**config.mk**
```make
export PLATFORM = sky130hd
export DESIGN_NAME = k12a_mem_arbiter_flat
export DESIGN_NICKNAME = d
export VERILOG_FILES = /design/src/rtl/k12a_mem_arbiter_pkg.sv /design/src/rtl/k12a_mem_arbiter_if.sv /design/src/rtl/k12a_mem_decode.sv /design/src/rtl/k12a_mem_arbiter.sv /design/src/flat_wrapper.sv
export SDC_FILE = /design/constraint.sdc
export NUM_CORES = 1
export LEC_CHECK = 0
export CAP_MARGIN = 5
export CORE_MARGIN = 1.5
export CORE_UTILIZATION = 30
export DETAILED_ROUTE_END_ITERATION = 8
export PLACE_DENSITY = 0.66
export SLEW_MARGIN = 40
export SYNTH_ARGS = -nofsm -noshare
export SYNTH_HDL_FRONTEND = slang
export SYNTH_SLANG_ARGS = --single-unit
export TNS_END_PERCENT = 100
```
**constraint.sdc**
```tcl
create_clock -name cpu_clock -period 1.7 [get_ports cpu_clock]
set_input_delay 0.255 -clock cpu_clock [delete_from_list [all_inputs] [get_ports cpu_clock]]
set_output_delay 0.255 -clock cpu_clock [all_outputs]
set_load 0.005 [all_outputs]
```
**src/rtl/k12a_mem_arbiter_pkg.sv**
```systemverilog
// Shared k12a types: CPU sequencer states and memory arbiter states.
// Also holds the latched debug transaction bundle.
package k12a_mem_arbiter_pkg;

   typedef enum logic [1:0] {
      ST_FETCH,
      ST_DECODE,
      ST_EXEC,
      ST_WB
   } state_t;

   typedef enum logic [1:0] {
      ARB_IDLE,
      ARB_SETUP,
      ARB_STROBE,
      ARB_HOLD
   } arb_state_t;

   typedef struct packed {
      logic [15:0] addr;
      logic        we;
      logic [7:0]  wdata;
   } dbg_xact_t;

endpackage

```
**src/rtl/k12a_mem_arbiter_if.sv**
```systemverilog
// Debug/loader port: level request held until a one-cycle ack.
// Also carries the read data and the sticky ROM-write error flag.
interface k12a_mem_arbiter_if;

   logic        dbg_req;
   logic        dbg_we;
   logic [15:0] dbg_addr;
   logic [7:0]  dbg_wdata;
   logic        dbg_ack;
   logic [7:0]  dbg_rdata;
   logic        dbg_rom_wr_err;

   modport master (
      output dbg_req, dbg_we, dbg_addr, dbg_wdata,
      input  dbg_ack, dbg_rdata, dbg_rom_wr_err
   );

   modport slave (
      input  dbg_req, dbg_we, dbg_addr, dbg_wdata,
      output dbg_ack, dbg_rdata, dbg_rom_wr_err
   );

endinterface

```
**src/rtl/k12a_mem_decode.sv**
```systemverilog
// Region select and active-low strobe decode for one bus master.
// Region select: addr[15]=0 is ROM, addr[15]=1 is RAM.
module k12a_mem_decode (
   input  logic ram_sel,
   input  logic we,
   input  logic en,
   input  logic wr_en,
   output logic rom_ce_n,
   output logic ram_ce_n,
   output logic oe_n,
   output logic we_n
);

   assign rom_ce_n = !(en && !ram_sel);
   assign ram_ce_n = !(en && ram_sel);
   assign oe_n     = !(en && !we);
   assign we_n     = !(en && we && wr_en);

endmodule

```
**src/rtl/k12a_mem_arbiter.sv**
```systemverilog
// Shares the memory bus between the CPU and the debug/loader port.
// A debug transaction runs SETUP/STROBE/HOLD and is never aborted by the CPU.
module k12a_mem_arbiter
   import k12a_mem_arbiter_pkg::*;
#(
   parameter int STARVE_LIMIT = 8
) (
   input  logic          cpu_clock,
   input  logic          reset_n,
   input  logic          cpu_mem_req,
   input  logic [15:0]   cpu_addr,
   input  logic          cpu_we,
   output logic          cpu_stall,
   k12a_mem_arbiter_if.slave dbg,
   output logic [15:0]   mem_addr,
   output logic          mem_rom_ce_n,
   output logic          mem_ram_ce_n,
   output logic          mem_oe_n,
   output logic          mem_we_n,
   output logic [7:0]    mem_wdata,
   output logic          mem_wdata_oe,
   input  logic [7:0]    mem_rdata
);

   localparam int CW = $clog2(STARVE_LIMIT + 1);
   localparam logic [CW-1:0] LIMIT = CW'(STARVE_LIMIT);

   arb_state_t    state, state_nx;
   dbg_xact_t     lat;
   logic [CW-1:0] starve_cnt;
   logic [7:0]    rdata_q;
   logic          err_q;
   logic          dbg_win, dbg_en, dbg_wr_en;
   logic          busy, rom_wr;

   logic c_rom, c_ram, c_oe, c_we;
   logic d_rom, d_ram, d_oe, d_we;

   // A ROM write is carried through the FSM but never strobes the bus.
   assign rom_wr = lat.we && !lat.addr[15];
   assign busy   = (state != ARB_IDLE);

   always_comb begin
      state_nx  = state;
      dbg_win   = 1'b0;
      dbg_en    = 1'b0;
      dbg_wr_en = 1'b0;
      unique case (state)
         ARB_IDLE: begin
            dbg_win = dbg.dbg_req &&
                      (!cpu_mem_req || starve_cnt == LIMIT);
            if (dbg_win) state_nx = ARB_SETUP;
         end
         ARB_SETUP: begin
            dbg_en   = !rom_wr;
            state_nx = ARB_STROBE;
         end
         ARB_STROBE: begin
            dbg_en    = !rom_wr;
            dbg_wr_en = 1'b1;
            state_nx  = ARB_HOLD;
         end
         ARB_HOLD: state_nx = ARB_IDLE;
         default:  state_nx = ARB_IDLE;
      endcase
   end

   always_ff @(posedge cpu_clock or negedge reset_n) begin
      if (!reset_n) begin
         state      <= ARB_IDLE;
         lat        <= '0;
         starve_cnt <= '0;
         rdata_q    <= '0;
         err_q      <= 1'b0;
      end else begin
         state <= state_nx;
         if (dbg_win) begin
            lat.addr   <= dbg.dbg_addr;
            lat.we     <= dbg.dbg_we;
            lat.wdata  <= dbg.dbg_wdata;
            starve_cnt <= '0;
            if (dbg.dbg_we && !dbg.dbg_addr[15]) err_q <= 1'b1;
         end else if (state == ARB_IDLE && dbg.dbg_req &&
                      cpu_mem_req && starve_cnt != LIMIT) begin
            starve_cnt <= starve_cnt + 1'b1;
         end
         if (state == ARB_STROBE && !lat.we) rdata_q <= mem_rdata;
      end
   end

   k12a_mem_decode u_cpu_dec (
      .ram_sel  (cpu_addr[15]),
      .we       (cpu_we),
      .en       (cpu_mem_req),
      .wr_en    (1'b1),
      .rom_ce_n (c_rom),
      .ram_ce_n (c_ram),
      .oe_n     (c_oe),
      .we_n     (c_we)
   );

   k12a_mem_decode u_dbg_dec (
      .ram_sel  (lat.addr[15]),
      .we       (lat.we),
      .en       (dbg_en),
      .wr_en    (dbg_wr_en),
      .rom_ce_n (d_rom),
      .ram_ce_n (d_ram),
      .oe_n     (d_oe),
      .we_n     (d_we)
   );

   assign mem_addr     = busy ? lat.addr : cpu_addr;
   assign mem_rom_ce_n = !reset_n || (busy ? d_rom : c_rom);
   assign mem_ram_ce_n = !reset_n || (busy ? d_ram : c_ram);
   assign mem_oe_n     = !reset_n || (busy ? d_oe  : c_oe);
   assign mem_we_n     = !reset_n || (busy ? d_we  : c_we);
   assign mem_wdata    = lat.wdata;
   assign mem_wdata_oe = reset_n && busy && lat.we;

   assign cpu_stall = reset_n && cpu_mem_req && (busy || dbg_win);

   assign dbg.dbg_ack        = (state == ARB_HOLD);
   assign dbg.dbg_rdata      = rdata_q;
   assign dbg.dbg_rom_wr_err = err_q;

endmodule
```
**src/flat_wrapper.sv**
```systemverilog
// flat-port wrapper written by rule: the top's interface ports become plain ports
module k12a_mem_arbiter_flat import k12a_mem_arbiter_pkg::*;
#(
   parameter int STARVE_LIMIT = 8
)
  (cpu_clock, reset_n, cpu_mem_req, cpu_addr, cpu_we, cpu_stall, mem_addr, mem_rom_ce_n, mem_ram_ce_n, mem_oe_n, mem_we_n, mem_wdata, mem_wdata_oe, mem_rdata, dbg_dbg_req, dbg_dbg_we, dbg_dbg_addr, dbg_dbg_wdata, dbg_dbg_ack, dbg_dbg_rdata, dbg_dbg_rom_wr_err);
  k12a_mem_arbiter_if dbg_i ();
  input  logic cpu_clock;
  input  logic reset_n;
  input  logic cpu_mem_req;
  input  logic [15:0] cpu_addr;
  input  logic cpu_we;
  output logic cpu_stall;
  output logic [15:0] mem_addr;
  output logic mem_rom_ce_n;
  output logic mem_ram_ce_n;
  output logic mem_oe_n;
  output logic mem_we_n;
  output logic [7:0] mem_wdata;
  output logic mem_wdata_oe;
  input  logic [7:0] mem_rdata;
  input wire logic [$bits(dbg_i.dbg_req)-1:0] dbg_dbg_req;
  input wire logic [$bits(dbg_i.dbg_we)-1:0] dbg_dbg_we;
  input wire logic [$bits(dbg_i.dbg_addr)-1:0] dbg_dbg_addr;
  input wire logic [$bits(dbg_i.dbg_wdata)-1:0] dbg_dbg_wdata;
  output wire logic [$bits(dbg_i.dbg_ack)-1:0] dbg_dbg_ack;
  output wire logic [$bits(dbg_i.dbg_rdata)-1:0] dbg_dbg_rdata;
  output wire logic [$bits(dbg_i.dbg_rom_wr_err)-1:0] dbg_dbg_rom_wr_err;
  assign dbg_i.dbg_req = dbg_dbg_req;
  assign dbg_i.dbg_we = dbg_dbg_we;
  assign dbg_i.dbg_addr = dbg_dbg_addr;
  assign dbg_i.dbg_wdata = dbg_dbg_wdata;
  assign dbg_dbg_ack = dbg_i.dbg_ack;
  assign dbg_dbg_rdata = dbg_i.dbg_rdata;
  assign dbg_dbg_rom_wr_err = dbg_i.dbg_rom_wr_err;
  k12a_mem_arbiter #(.STARVE_LIMIT(STARVE_LIMIT)) u_core (.cpu_clock(cpu_clock), .reset_n(reset_n), .cpu_mem_req(cpu_mem_req), .cpu_addr(cpu_addr), .cpu_we(cpu_we), .cpu_stall(cpu_stall), .dbg(dbg_i), .mem_addr(mem_addr), .mem_rom_ce_n(mem_rom_ce_n), .mem_ram_ce_n(mem_ram_ce_n), .mem_oe_n(mem_oe_n), .mem_we_n(mem_we_n), .mem_wdata(mem_wdata), .mem_wdata_oe(mem_wdata_oe), .mem_rdata(mem_rdata));
endmodule
```
# Word-level counts from Yosys, hierarchy flattened
# Index checks and enable logic that the tools add are counted.
[word_totals]
out_inout_bits = 40
reg_bits = 40
input_bits = 54
elab_cells = 73
[classes]
eq_ne = 6
add_sub_neg = 1
muxes = 12
reduce_logical = 47
[op_table]
columns = ["cell", "n"]
rows = [
  ["1-bit logical AND", 20],
  ["1-bit zero test", 16],
  ["16-bit 2-to-1 mux", 1],
  ["4-bit 2-to-1 mux", 2],
  ["2-bit one-hot mux with 4 select lines", 1],
  ["1-bit 2-to-1 mux", 7],
  ["1-bit logical OR", 6],
  ["4-bit by 1-bit adder with 4-bit output, second input constant", 1],
  ["2-bit == test, second input constant", 2],
  ["4-bit == test, second input constant", 1],
  ["4-bit != test, second input constant", 1],
  ["2-bit nonzero test", 2],
  ["2-bit by 1-bit == test with 1-bit output, second input constant", 1],
  ["2-bit zero test", 1],
  ["2-bit 2-to-1 mux", 1],
  ["2-bit by 1-bit != test with 1-bit output, second input constant", 1],
  ["2-bit AND reduction", 1],
  ["2-bit OR reduction", 1],
]

# Logic depth before layout (Yosys ltp)
[depth]
ltp_word = 9
mapped_depth = 7

# By module
# From an unflattened synthesis, not the netlist that was laid out.
[unflattened]
cells_unflattened = 165
area_unflattened_um2 = 2072.0
[by_module_without_submodules]
columns = ["module", "area_per_inst_um2", "instances", "cells_each"]
rows = [
  ["k12a_mem_arbiter", 2029.4, 1, 157],
  ["k12a_mem_decode", 21.3, 2, 4],
]

# Worst setup path before layout
# No wires, ideal clock.
[synth_timing]
path_type = "reg2out"
startpoint = "register u_core.state[0]"
endpoint = "output port mem_addr[7]"
t_arrival_ns = 1.420
stages_incl_launch_ff = 6
n_path_buf = 2
setup_slack_ns = 0.025
path_cell_list = "dfrtp_1 -> inv_1 -> ha_1 -> buf_2 -> clkbuf_1 -> mux2_2"
[synth_between]
elab_chain_len = 2
[synth_rtl]
columns = ["element", "line_no", "text"]
rows = [
  ["start, declared", "k12a_mem_arbiter.sv:28", "arb_state_t state, state_nx;"],
  ["start signal, assigned", "k12a_mem_arbiter.sv:76", "state <= state_nx;"],
  ["2-bit nonzero test", "k12a_mem_arbiter.sv:41", "assign busy = (state != ARB_IDLE);"],
  ["16-bit 2-to-1 mux", "k12a_mem_arbiter.sv:113", "assign mem_addr = busy ? lat.addr : cpu_addr;"],
  ["end, declared", "flat_wrapper.sv:14", "output logic [15:0] mem_addr;"],
]
# Every way passes these cells.

# Worst setup path after layout
[layout_timing]
startpoint = "register u_core.state[0]"
endpoint = "output port mem_we_n"
[layout_between]
elab_chain_len = 8
elab_cells_between_ends = 11
[layout_rtl]
columns = ["element", "line_no", "text"]
rows = [
  ["2-bit by 1-bit == test with 1-bit output / 2-bit == test (equally long branches)", "k12a_mem_arbiter.sv:48", "unique case (state)"],
  ["2-bit OR reduction (no line)", "--", ""],
  ["1-bit 2-to-1 mux", "--", ""],
  ["1-bit logical AND (2 in a row)", "k12a_mem_decode.sv:17", "assign we_n = !(en && we && wr_en);"],
  ["1-bit zero test", "k12a_mem_decode.sv:17", ""],
  ["1-bit 2-to-1 mux (*)", "k12a_mem_arbiter.sv:117", "assign mem_we_n = !reset_n || (busy ? d_we : c_we);"],
  ["1-bit logical OR (*)", "k12a_mem_arbiter.sv:117", ""],
  ["end, declared", "flat_wrapper.sv:18", "output logic mem_we_n;"],
]
# Every way passes the cells marked *; elsewhere a longest branch is shown, timed or not.

==> summary.md <==
| Metric | Value |
|---|---|
| Final Instance Count excl. Fillers | 359 |
| CTS Sinks | 40 |
| Yosys top cell by area | dfrtp_1 |
| Initial antenna violation count | 0 |
| Iter 0 DRT Violations | 32 |
| GPL Wtd Cong | 0.769 |
| Delay-heaviest family, CP | flip-flops |
| Crit path kind | reg2out |
| Syn_area_per_cell | 13.0 µm² |
| Pwr dens | 1800 mW/mm² |
| Slew HR | 81.8% |
| Die X | 84.8 µm |
| FILL cells | 561 |
| Final global-route overflow total | 0 |
| CTS tree | yes |
| Top cells by area, synth | dfrtp_1, mux2_2, ha_1, buf_4, nand2_1 |
| Antenna diodes | 0 |
| Final wirelength | 5550 µm |
| Multi-input logic area | 0.00110 mm² |
| CP max stage delay | 0.39 ns |
| IO Count | 94 |
| DRT antenna net count | 0 |
| Layout cells sized above 1 | 48.6% |
| Post-synth cell types | 29 |
| Sequential cell area fraction in the yosys report | 49.8% |
| Worst vdd ir | 0.838 mV |
| Synthesized net count | 213 |
| TritonRoute pass-1 iters | 5 |
| Final setup fails | 48 |
| Global Route Usage Sum | 15.6% |
| DRC | 10 |
| Slew @ Worst Pin | 0.273 ns |
| Arr. time, crit path | 1.69 ns |
| Layout area overhead | 82.9% |
| Sequential cell area | 0.00100 mm² |
| Critical Path Start Type | flop |
| Site Rows | 29 |
| Final Critical Period | 1.94 ns |
| Slew Limit Fails | 0 |
| Violations in the final reports | design-rule violations, negative setup slack |
| CP Data Required Time | 1.44 ns |
| Drt via density | 4.60 |
| Synth warn | 0 |
| Max-cap violations | 0 |
| Reg2Reg Depth | 9 |
| Bufs on Longest Clock Path | 2 |
| Period utilization | 114% |
| CP max-delay cell | dfrtp_1 |
| LEAKAGE | 1.68 nW |
| Vias in the first global route | 1,763 |
| Seq cells post-synth | 40 |
| Hold Vio Cnt, Final | 0 |
| Root buf cell | clkbuf_8 |
| Total Power | 6.62 mW |
| CP Buf/Inv Count | 4 |
| First-pass GRT wire length | 8690 µm |
| Syn Std Cell Area | 0.00201 mm² |
| Worst-path fanout max | 3 |
| Worst min-delay path category | in2async |
| Vias | 1,653 |
| CP Capture Type | output pin |
| Num CTS Buffers | 5 |
| Final worst slack | -0.242 ns |
| Stages on worst setup path | 8 |
| Status | complete, but fails checks |
| Yosys top cell area share | 49.8% |
| Largest net degree at the start of global routing | 22 |
| Clock Latency Late Sink | 0.29 ns |
| Initial Utilization | 31.3% |
| Dpl hpwl | 3400 µm |
| Crit-path cells | inv_2 -> ha_4 -> buf_6 -> buf_6 -> and4b_1 -> a32o_1 -> nand2_1 -> buf_2 |
| Most numerous cell on the critical path | buf_6 |
| Placed cells | 329 |
| RSZ-0062 raised after global routing | true |
| WL/cell | 15.5 µm |
| Max Fclk | 515 MHz |
| Core area | 0.00642 mm² |
| Die area | 0.00720 mm² |
| Final nets | 340 |
| Post-synthesis cell count | 154 |
| Worst-path clk slew | 0.08 ns |
| IO Port Bufs | 93 |
| Fin Clk Skew | 0.00730 ns |
| Die Height | 84.8 µm |
| H-tree levels | 2 |
## state kept, by name, indices dropped and copies added, names as in the netlist
signal	cells
u_core.lat	17
u_core.dbg.dbg_rdata	8
u_core.mem_wdata	8
u_core.starve_cnt	4
u_core.state	2
u_core.dbg.dbg_rom_wr_err	1
## cell families after synthesis
group / Yosys count / synth area share, %
multiplexers: 50 / 28.0
AO/OA/AOI/OAI: 10 / 4.11
XOR/XNOR: 1 / 0.436
flip-flops: 40 / 49.8
buffers and inverters: 21 / 6.72
adder cells (fa/ha/maj): 5 / 3.11
AND/OR/NAND/NOR: 27 / 7.78
## metrics by stage
stage	util [%]	cell area [µm²]	setup WS (ns)	hold slack, ns	setup TNS (ns)
4_1_cts	55.7	3580	-0.227	0.0459	-7.58
2_1_floorplan	-	2010	0.0255	-0.0406	0
5_1_grt	57.2	3670	-0.336	0.0547	-9.15
6_report	57.2	3670	-0.242	0.0372	-5.30
3_3_place_gp	48.4	3110	-0.200	0.0977	-7.11
3_5_place_dp	48.4	3110	-0.222	0.0938	-7.47
## path summary, 6_finish.rpt
kind                                                            start                                     to  slack, ns
worst min register to register  u_core.dbg.dbg_rom_wr_err$_DFFE_PN0P_  u_core.dbg.dbg_rom_wr_err$_DFFE_PN0P_       0.50
max in group asynchronous                                     reset_n            u_core.state[0]$_DFFE_PN0P_       1.20
worst min-delay path                                          reset_n    u_core.dbg.dbg_rdata[2]$_DFFE_PN0P_       0.04
worst max-delay path                      u_core.state[0]$_DFFE_PN0P_                               mem_we_n      -0.24
min in group cpu_clock          u_core.dbg.dbg_rom_wr_err$_DFFE_PN0P_  u_core.dbg.dbg_rom_wr_err$_DFFE_PN0P_       0.50
worst max register to register            u_core.state[0]$_DFFE_PN0P_             u_core.lat[20]$_DFFE_PN0P_      -0.18
## worst reg2reg max path, stage by stage, from the launching register on
cell and delay, ns:
dfrtp_1 0.39, inv_2 0.09, ha_4 0.18, buf_12 0.15, buf_6 0.12, nand2_4 0.05, a21oi_4 0.22, buf_4 0.16
buf_6 0.11, mux2_4 0.29
## Yosys cell counts
cell type,instances
a21oi_4,1
a31o_2,1
a32o_1,1
and3_1,1
and3b_1,1
and4b_1,1
buf_2,3
buf_4,8
buf_8,2
clkbuf_1,2
dfrtp_1,40
ha_1,5
inv_1,6
mux2_1,1
mux2_2,49
nand2_1,11
nand2b_1,2
nand3_1,5
nand3b_4,1
nand4_1,2
nor2_1,1
nor2b_1,1
o21ai_0,3
o221ai_1,1
o22a_1,1
o22ai_1,1
o32ai_1,1
or4b_1,1
xor2_1,1
## layout by cell type, fill, tap and decap left out, types with 2 or more instances in the layout
| master | instances |
|---|---|
| nand2_4 | 2 |
| nand4_1 | 2 |
| dfrtp_1 | 40 |
| o21ai_0 | 2 |
| buf_12 | 3 |
| mux2_4 | 41 |
| nand2b_1 | 2 |
| inv_1 | 4 |
| ha_4 | 2 |
| inv_2 | 2 |
| buf_2 | 7 |
| nand2_1 | 9 |
| mux2_2 | 9 |
| buf_6 | 30 |
| clkbuf_8 | 7 |
| nand3_1 | 4 |
| ha_1 | 3 |
| clkdlybuf4s50_1 | 69 |
| buf_4 | 23 |
## layout make-up
type | instances | share of cell area (%)
well taps | 77 | 2.62
clock inverters | 1 | 0.817
clock buffers | 7 | 2.62
flip-flops and latches | 40 | 27.2
repair buffers | 135 | 36.2
inverters | 6 | 0.613
multi-input cells | 93 | 29.9
## power by group
part / internal, mW / total, mW / switching [mW]
registers: 1.43 / 1.71 / 0.284
clock network: 0.518 / 0.844 / 0.326
logic: 2.78 / 4.07 / 1.29
total: 4.72 / 6.62 / 1.90
## metal layers
metal  track usage [%]  share of wire [%]  vias to the layer above
met4              4.02               0.34                        0
met2              26.1                 51                       49
li1                  -                  -                      790
met3              4.67                5.4                        2
met1              19.8                 44                      812
met5                 0                  0                        -
## repair_timing
action | 4_1_cts | 5_1_grt
endpoints found under the hold margin | 1 | 0
pin swaps | 9 | 4
endpoints found under the setup margin | 48 | 50
hold buffers | 1 | 0
buffers inserted | 15 | 9
cloned | 4 | 1
resized for setup | 153 | 34
Note: power is estimated with default switching activity, not from simulation.
